===== config.mk =====
export PLATFORM = sky130hd
export DESIGN_NAME = alu_regfile_ctrl
export DESIGN_NICKNAME = d
export VERILOG_FILES = /design/src/rtl/alu_regfile_ctrl.sv
export SDC_FILE = /design/constraint.sdc
export NUM_CORES = 1
export LEC_CHECK = 0
export CAP_MARGIN = 20
export CORE_MARGIN = 2
export CORE_UTILIZATION = 59
export CTS_CLUSTER_SIZE = 30
export DETAILED_ROUTE_END_ITERATION = 12
export DONT_BUFFER_PORTS = 1
export PLACE_DENSITY = 0.8
export SYNTH_ARGS = -nofsm -noshare
export SYNTH_HDL_FRONTEND = slang
export SYNTH_SLANG_ARGS = --single-unit

===== constraint.sdc =====
create_clock -name clk -period 2.2 [get_ports clk]
set_input_delay 0 -clock clk [delete_from_list [all_inputs] [get_ports clk]]
set_output_delay 0 -clock clk [all_outputs]
set_load 0.03 [all_outputs]

===== src/rtl/alu_regfile_ctrl.sv =====
// -----------------------------------------------------------------------------
// alu_regfile_ctrl
// Operand-fetch / write-back stage wrapped around the combinational alu_8bit.
// Holds a NREG x DW register file, accepts one instruction at a time over a
// valid/ready handshake, presents registered operands to the ALU, captures the
// ALU result and flags one cycle later, and writes the result back.
//
// Ports
//   clk, rst_n         rising-edge clock, synchronous active-low reset
//   in_valid/in_ready  instruction handshake (in_ready high only in IDLE)
//   in_load            1 = write in_imm to in_rd, 0 = ALU operation
//   in_op              ALU opcode (alu_8bit encoding)
//   in_rd/rs1/rs2      destination and source register addresses
//   in_imm             immediate for loads
//   alu_a/alu_b        registered operands to alu_8bit
//   alu_opcode         registered opcode to alu_8bit
//   alu_result/carry/zero  results from alu_8bit
//   out_valid          one-cycle completion pulse
//   out_data           written (or would-be) result
//   out_err            qualifies out_valid: instruction rejected
//   flag_c/flag_z      sticky flags from the last successful ALU op
//   dbg_addr/dbg_data  combinational register-file read port
// -----------------------------------------------------------------------------
module alu_regfile_ctrl #(
    parameter int DW   = 8,
    parameter int NREG = 4
) (
    input  logic                     clk,
    input  logic                     rst_n,
    input  logic                     in_valid,
    output logic                     in_ready,
    input  logic                     in_load,
    input  logic [3:0]               in_op,
    input  logic [$clog2(NREG)-1:0]  in_rd,
    input  logic [$clog2(NREG)-1:0]  in_rs1,
    input  logic [$clog2(NREG)-1:0]  in_rs2,
    input  logic [DW-1:0]            in_imm,
    output logic [DW-1:0]            alu_a,
    output logic [DW-1:0]            alu_b,
    output logic [3:0]               alu_opcode,
    input  logic [DW-1:0]            alu_result,
    input  logic                     alu_carry,
    input  logic                     alu_zero,
    output logic                     out_valid,
    output logic [DW-1:0]            out_data,
    output logic                     out_err,
    output logic                     flag_c,
    output logic                     flag_z,
    input  logic [$clog2(NREG)-1:0]  dbg_addr,
    output logic [DW-1:0]            dbg_data
);

    localparam int AW = $clog2(NREG);

    typedef enum logic [1:0] {
        ST_IDLE = 2'd0,
        ST_EXEC = 2'd1,
        ST_WB   = 2'd2
    } state_t;

    state_t          state_r;
    logic            in_ready_r;
    logic [DW-1:0]   regs_r [NREG];
    logic [DW-1:0]   res_r;
    logic            err_r;
    logic            c_r;
    logic            z_r;
    logic            is_load_r;
    logic [AW-1:0]   rd_r;
    logic [3:0]      op_r;

    // Opcodes that alu_8bit leaves undefined; such instructions are rejected.
    function automatic logic is_illegal_op(input logic [3:0] op);
        case (op)
            4'b0101, 4'b0110, 4'b0111, 4'b1100, 4'b1101: is_illegal_op = 1'b1;
            default:                                     is_illegal_op = 1'b0;
        endcase
    endfunction

    // Divide (1111) by a zero divisor is rejected as well.
    function automatic logic is_div_by_zero(input logic [3:0] op, input logic [DW-1:0] divisor);
        is_div_by_zero = (op == 4'b1111) && (divisor == {DW{1'b0}});
    endfunction

    assign in_ready = in_ready_r;
    assign dbg_data = regs_r[dbg_addr];

    // Control FSM, register file, ALU operand registers and completion outputs.
    // out_valid/out_data/out_err are loaded on the edge that enters WB so the
    // pulse coincides with the WB cycle; the register write lands at the end
    // of WB.
    always_ff @(posedge clk) begin
        if (!rst_n) begin
            state_r    <= ST_IDLE;
            in_ready_r <= 1'b1;
            for (int i = 0; i < NREG; i++) begin
                regs_r[i] <= {DW{1'b0}};
            end
            alu_a      <= {DW{1'b0}};
            alu_b      <= {DW{1'b0}};
            alu_opcode <= 4'd0;
            out_valid  <= 1'b0;
            out_data   <= {DW{1'b0}};
            out_err    <= 1'b0;
            flag_c     <= 1'b0;
            flag_z     <= 1'b0;
            res_r      <= {DW{1'b0}};
            err_r      <= 1'b0;
            c_r        <= 1'b0;
            z_r        <= 1'b0;
            is_load_r  <= 1'b0;
            rd_r       <= {AW{1'b0}};
            op_r       <= 4'd0;
        end else begin
            // Completion outputs are pulses; out_err never outlives out_valid.
            out_valid <= 1'b0;
            out_err   <= 1'b0;
            case (state_r)
                ST_IDLE: begin
                    if (in_valid && in_ready_r) begin
                        rd_r       <= in_rd;
                        in_ready_r <= 1'b0;
                        if (in_load) begin
                            // Loads skip EXEC and leave the ALU ports untouched.
                            is_load_r <= 1'b1;
                            res_r     <= in_imm;
                            err_r     <= 1'b0;
                            out_valid <= 1'b1;
                            out_data  <= in_imm;
                            out_err   <= 1'b0;
                            state_r   <= ST_WB;
                        end else begin
                            // Operands are sampled here, so rd==rs reads the old value.
                            is_load_r  <= 1'b0;
                            op_r       <= in_op;
                            alu_a      <= regs_r[in_rs1];
                            alu_b      <= regs_r[in_rs2];
                            alu_opcode <= in_op;
                            state_r    <= ST_EXEC;
                        end
                    end else begin
                        state_r <= ST_IDLE;
                    end
                end
                ST_EXEC: begin
                    res_r     <= alu_result;
                    c_r       <= alu_carry;
                    z_r       <= alu_zero;
                    err_r     <= is_illegal_op(op_r) | is_div_by_zero(op_r, alu_b);
                    out_valid <= 1'b1;
                    out_data  <= alu_result;
                    out_err   <= is_illegal_op(op_r) | is_div_by_zero(op_r, alu_b);
                    state_r   <= ST_WB;
                end
                ST_WB: begin
                    if (!err_r) begin
                        regs_r[rd_r] <= res_r;
                    end else begin
                        regs_r[rd_r] <= regs_r[rd_r];
                    end
                    if (!err_r && !is_load_r) begin
                        flag_c <= c_r;
                        flag_z <= z_r;
                    end else begin
                        flag_c <= flag_c;
                        flag_z <= flag_z;
                    end
                    in_ready_r <= 1'b1;
                    state_r    <= ST_IDLE;
                end
                default: begin
                    in_ready_r <= 1'b1;
                    state_r    <= ST_IDLE;
                end
            endcase
        end
    end

endmodule


### Word-level counts from Yosys, hierarchy flattened

Memories as Yosys holds them, arrays and structs flattened. A register that Yosys moved wholly into a read port is not among the register bits.
Index checks and enable logic that the tools add are counted.

* equal/unequal tests: 11
* mux-type cells: 30
* bitwise operators: 4
* reduce and logical (&&, ||, !) cells: 19

Operators with widths (number)
* 8-bit two-way mux: 4
* 1-bit two-way mux: 18
* 8-bit case mux with 2 select lines: 1
* 4-bit by 3-bit equality test with 1-bit output (second input constant): 3
* 4-bit equality test (second input constant): 3
* 2-bit AND reduction: 5
* 8-bit logical NOT: 1
* 8-bit OR reduction: 1
* 2-bit two-way mux: 3
* 1-bit case mux with 2 select lines: 3
* 3-bit AND reduction: 2
* 5-bit OR reduction: 1
* 1-bit logical NOT: 4
* 2-bit != test (second input constant): 2
* 2-bit case mux with 2 select lines: 1
* 1-bit logical AND: 3
* 2-bit by 1-bit equality test with 1-bit output (second input constant): 1
* 2-bit equality test (second input constant): 1
* 2-bit logical NOT: 1
* 1-bit NOT: 2
* 1-bit OR: 2
* 2-bit nonzero test: 1
* 0-bit != test: 1

* bits in registers: 25
* memory bits (writable): 32
* input bits: 34
* word-level logic and storage cells: 78
* memories kept: 1

Memory list
* regs_r: depth 4, width 8, read ports 3, clocked after memory_dff 2, write ports 4, RTL line 63 `logic [DW-1:0] regs_r [NREG];`

### Logic depth before layout (Yosys ltp)

* depth after elaboration: 8
* gate-level depth with buffers: 5
* mapped depth without buffers: 3

### Worst setup path after synthesis

Ideal clock, no wire load.

* kind: register to register
* start point: register out_valid (netlist name)
* end point: memory regs_r[2][0] (enable)
* arrival: 1604 ps
* required time: 1816 ps
* path slack: 212 ps
* stages on the path, launching flop included: 4
* period minus slack after synthesis: 1988 ps
* cells stage by stage: dfxtp_1 -> clkbuf_1 -> nand2_1 -> o21ai_0

RTL lines (RTL line)
* end: declaration: 63

==> flow_metrics.tcl <==
set metrics [dict create \
    vias 2151 \
    fillers 374 \
    fmax_mhz 495.3 \
    p_per_area_nw_per_um2 804.2 \
    netlist_area_um2 3328 \
    cp_max_fo 8 \
    final-setup-viol-count 0 \
    hp-class "in -> reg" \
    yosys_most_used_dff "dfxtp_1" \
    coreArea_um2 5473 \
    hpwlAfterDp_um 4825 \
    ys_ff_latch 72 \
    leakage_nw 1.453 \
    whs_ps 7.798 \
    cts_tree "yes" \
    slowest_delay_ps 580 \
    drcViolationCount 0 \
    grt_overflow 0 \
    fp.dieH_um 79.11 \
    routed_wl_um 7309 \
    insertion_delay_ps 350 \
    clockRootBuffer "clkbuf_8" \
    fp.dieW_um 79.11 \
    ys.warnings.count 0 \
    ir_drop_mv 0.5159 \
    io_pins 75 \
    synth_top_area_cell "edfxtp_1" \
    grt_max_degree 22 \
    clock_path_buffers 2 \
    syn_inst 238 \
    ant_nets 0 \
    cp_common_cell "buf_4" \
    worst_pin_slew_ps 776.2 \
    status "completed" \
    relSlewSlack_pct 48.09 \
    grt_pass1_wl_um 11670 \
    finalHoldViolCount 0 \
    synthTopCellsByArea "edfxtp_1 29%, dfxtp_1 24%, mux4_2 16%" \
    ys_seq_area_share_pct 52.93 \
    antenna_found_initial 0 \
    synth_most_common_cell "dfxtp_1" \
    grtUsageTotal_pct 25.26 \
    drtIter0Drc 75 \
    cp-start-kind "flip-flop" \
    place_congestion 0.7660 \
    synth.top_cell.area_share_pct 28.87 \
    rsz0062_at_grt "false" \
    area_delta_synth_final_pct 18.53 \
    critPathKind "reg -> reg" \
    finClkSkew_ps 12.14 \
    avgSynthCellArea_um2 13.98 \
    slowest_stage "dlygate4sd3_1" \
    clkSinkCount 72 \
    rows 27 \
    maxCapViolations 0 \
    r2r_setup_slack_ps 180 \
    post_cts_buffers 0 \
    cp-end-kind "flip-flop" \
    post-route-period-util_pct 91.77 \
    syn_nets 272 \
    synth-async-reset-ratio_pct 0 \
    wl_per_cell_um 21.12 \
    die-area_um2 6258 \
    tns_ps 0 \
    num-nets-final 303 \
    numCtsBuffers 9 \
    htree_levels 3 \
    period_needed_ps 2019 \
    synth_edf_count 32 \
    yosys.cell_types.count 38 \
    initial_core_util_pct 60.81 \
    num_antenna_cells 0 \
    grt_pass1_vias 2243 \
    port_buffers 0 \
    worstPathCellList "buf_4 > nor2b_2 > buf_4 > mux2i_1 > dlygate4sd3_1 > o41ai_1" \
    dp_cells 298 \
    clk_pin_slew_ps 80 \
    drive_gt1_share_pct 19.34 \
    synthTopCellsByCount "40 x dfxtp_1, 32 x and2_1, 32 x edfxtp_1, 24 x mux4_2, 20 x a22o_1" \
    critical_path_arrival_ps 2270 \
    p_total_mw 3.172 \
    slew_viol_final 0 \
    finalNonFillerCells 346 \
    required_ps 2450 \
    via_per_inst 6.217 \
    dr.pass1.iters 6 \
]
path summary, 6_finish.rpt:
| check | from | cells past startpoint | endpoint |
|---|---|---|---|
| max | out_valid | 6 | res_r[6] |
| min | in_rs1[0] | 2 | alu_a[1] |
| max reg2reg | out_valid | 6 | res_r[6] |
| min reg2reg | c_r | 2 | c_r |
critical path: cells and delay by family, from the launching register on:
kind	cells	cell delay, ps
compound gates	1	240
buf+inv	3	1000
flops	1	320
mux	1	90
simple gates	1	270
cells by family after synthesis:
logic type	after synthesis	share of synthesized area [%]
flops	72	52.93
mux	38	20.71
buf+inv	21	3.233
simple gates	63	11.92
compound gates	44	11.20
flip-flops by register name, summed over array words and instances (netlist names):
name	cells
regs_r	32
alu_a	8
alu_b	8
res_r	8
op_r	4
rd_r	2
c_r	1
err_r	1
flag_c	1
flag_z	1
in_ready	1
is_load_r	1
out_err	1
out_valid	1
state_r	1
z_r	1
cells in the final DEF (no fill, tap or decap), types with 6 or more instances in the layout:
master,count
buf_4,7
dlygate4sd3_1,32
a22o_1,20
mux4_2,24
mux2_1,6
mux2i_1,7
clkbuf_8,9
nor2_1,10
and2_1,32
edfxtp_1,32
dfxtp_1,40
o311a_1,7
o21bai_1,7
routing by layer:
layer  global-route usage [%]  vias up  share of wire (%)
met1                    30.12     1067                 41
li1                         -      992                  -
met4                    9.310        0                1.3
met2                    44.15       84                 52
met3                    6.477        8                5.7
met5                        0        -                  0
through the flow:
step                      setup WS [ps]  util (%)  cell area (µm²)
after floorplan                   211.8         -             3328
after global placement            343.8     61.59             3371
after detailed placement          349.1     61.59             3371
after CTS                         108.2     71.90             3935
after global routing              125.5     72.09             3945
final                             181.2     72.09             3945
cell type report:
cell class,count,area (µm²),area share [%]
flip-flops and latches,72,1762,44.66
repair buffers,39,372.9,9.451
clock inverters,3,41.29,1.047
multi-input cells,145,1469,37.23
clock buffers,13,202.7,5.138
inverters,2,7.507,0.1903
well taps,72,90.09,2.284
power breakdown:
part           internal [mW]  switching (mW)
Clock                  0.730           0.511
Sequential              1.46           0.132
Combinational          0.178           0.162
timing repair:
action | 4_1_cts | 5_1_grt
setup endpoints to repair | 0 | 2
hold buffers | 32 | 0
resized for setup | 0 | 2
hold endpoints to repair | 39 | 0
No activity file was read; power rests on OpenSTA's default activity.
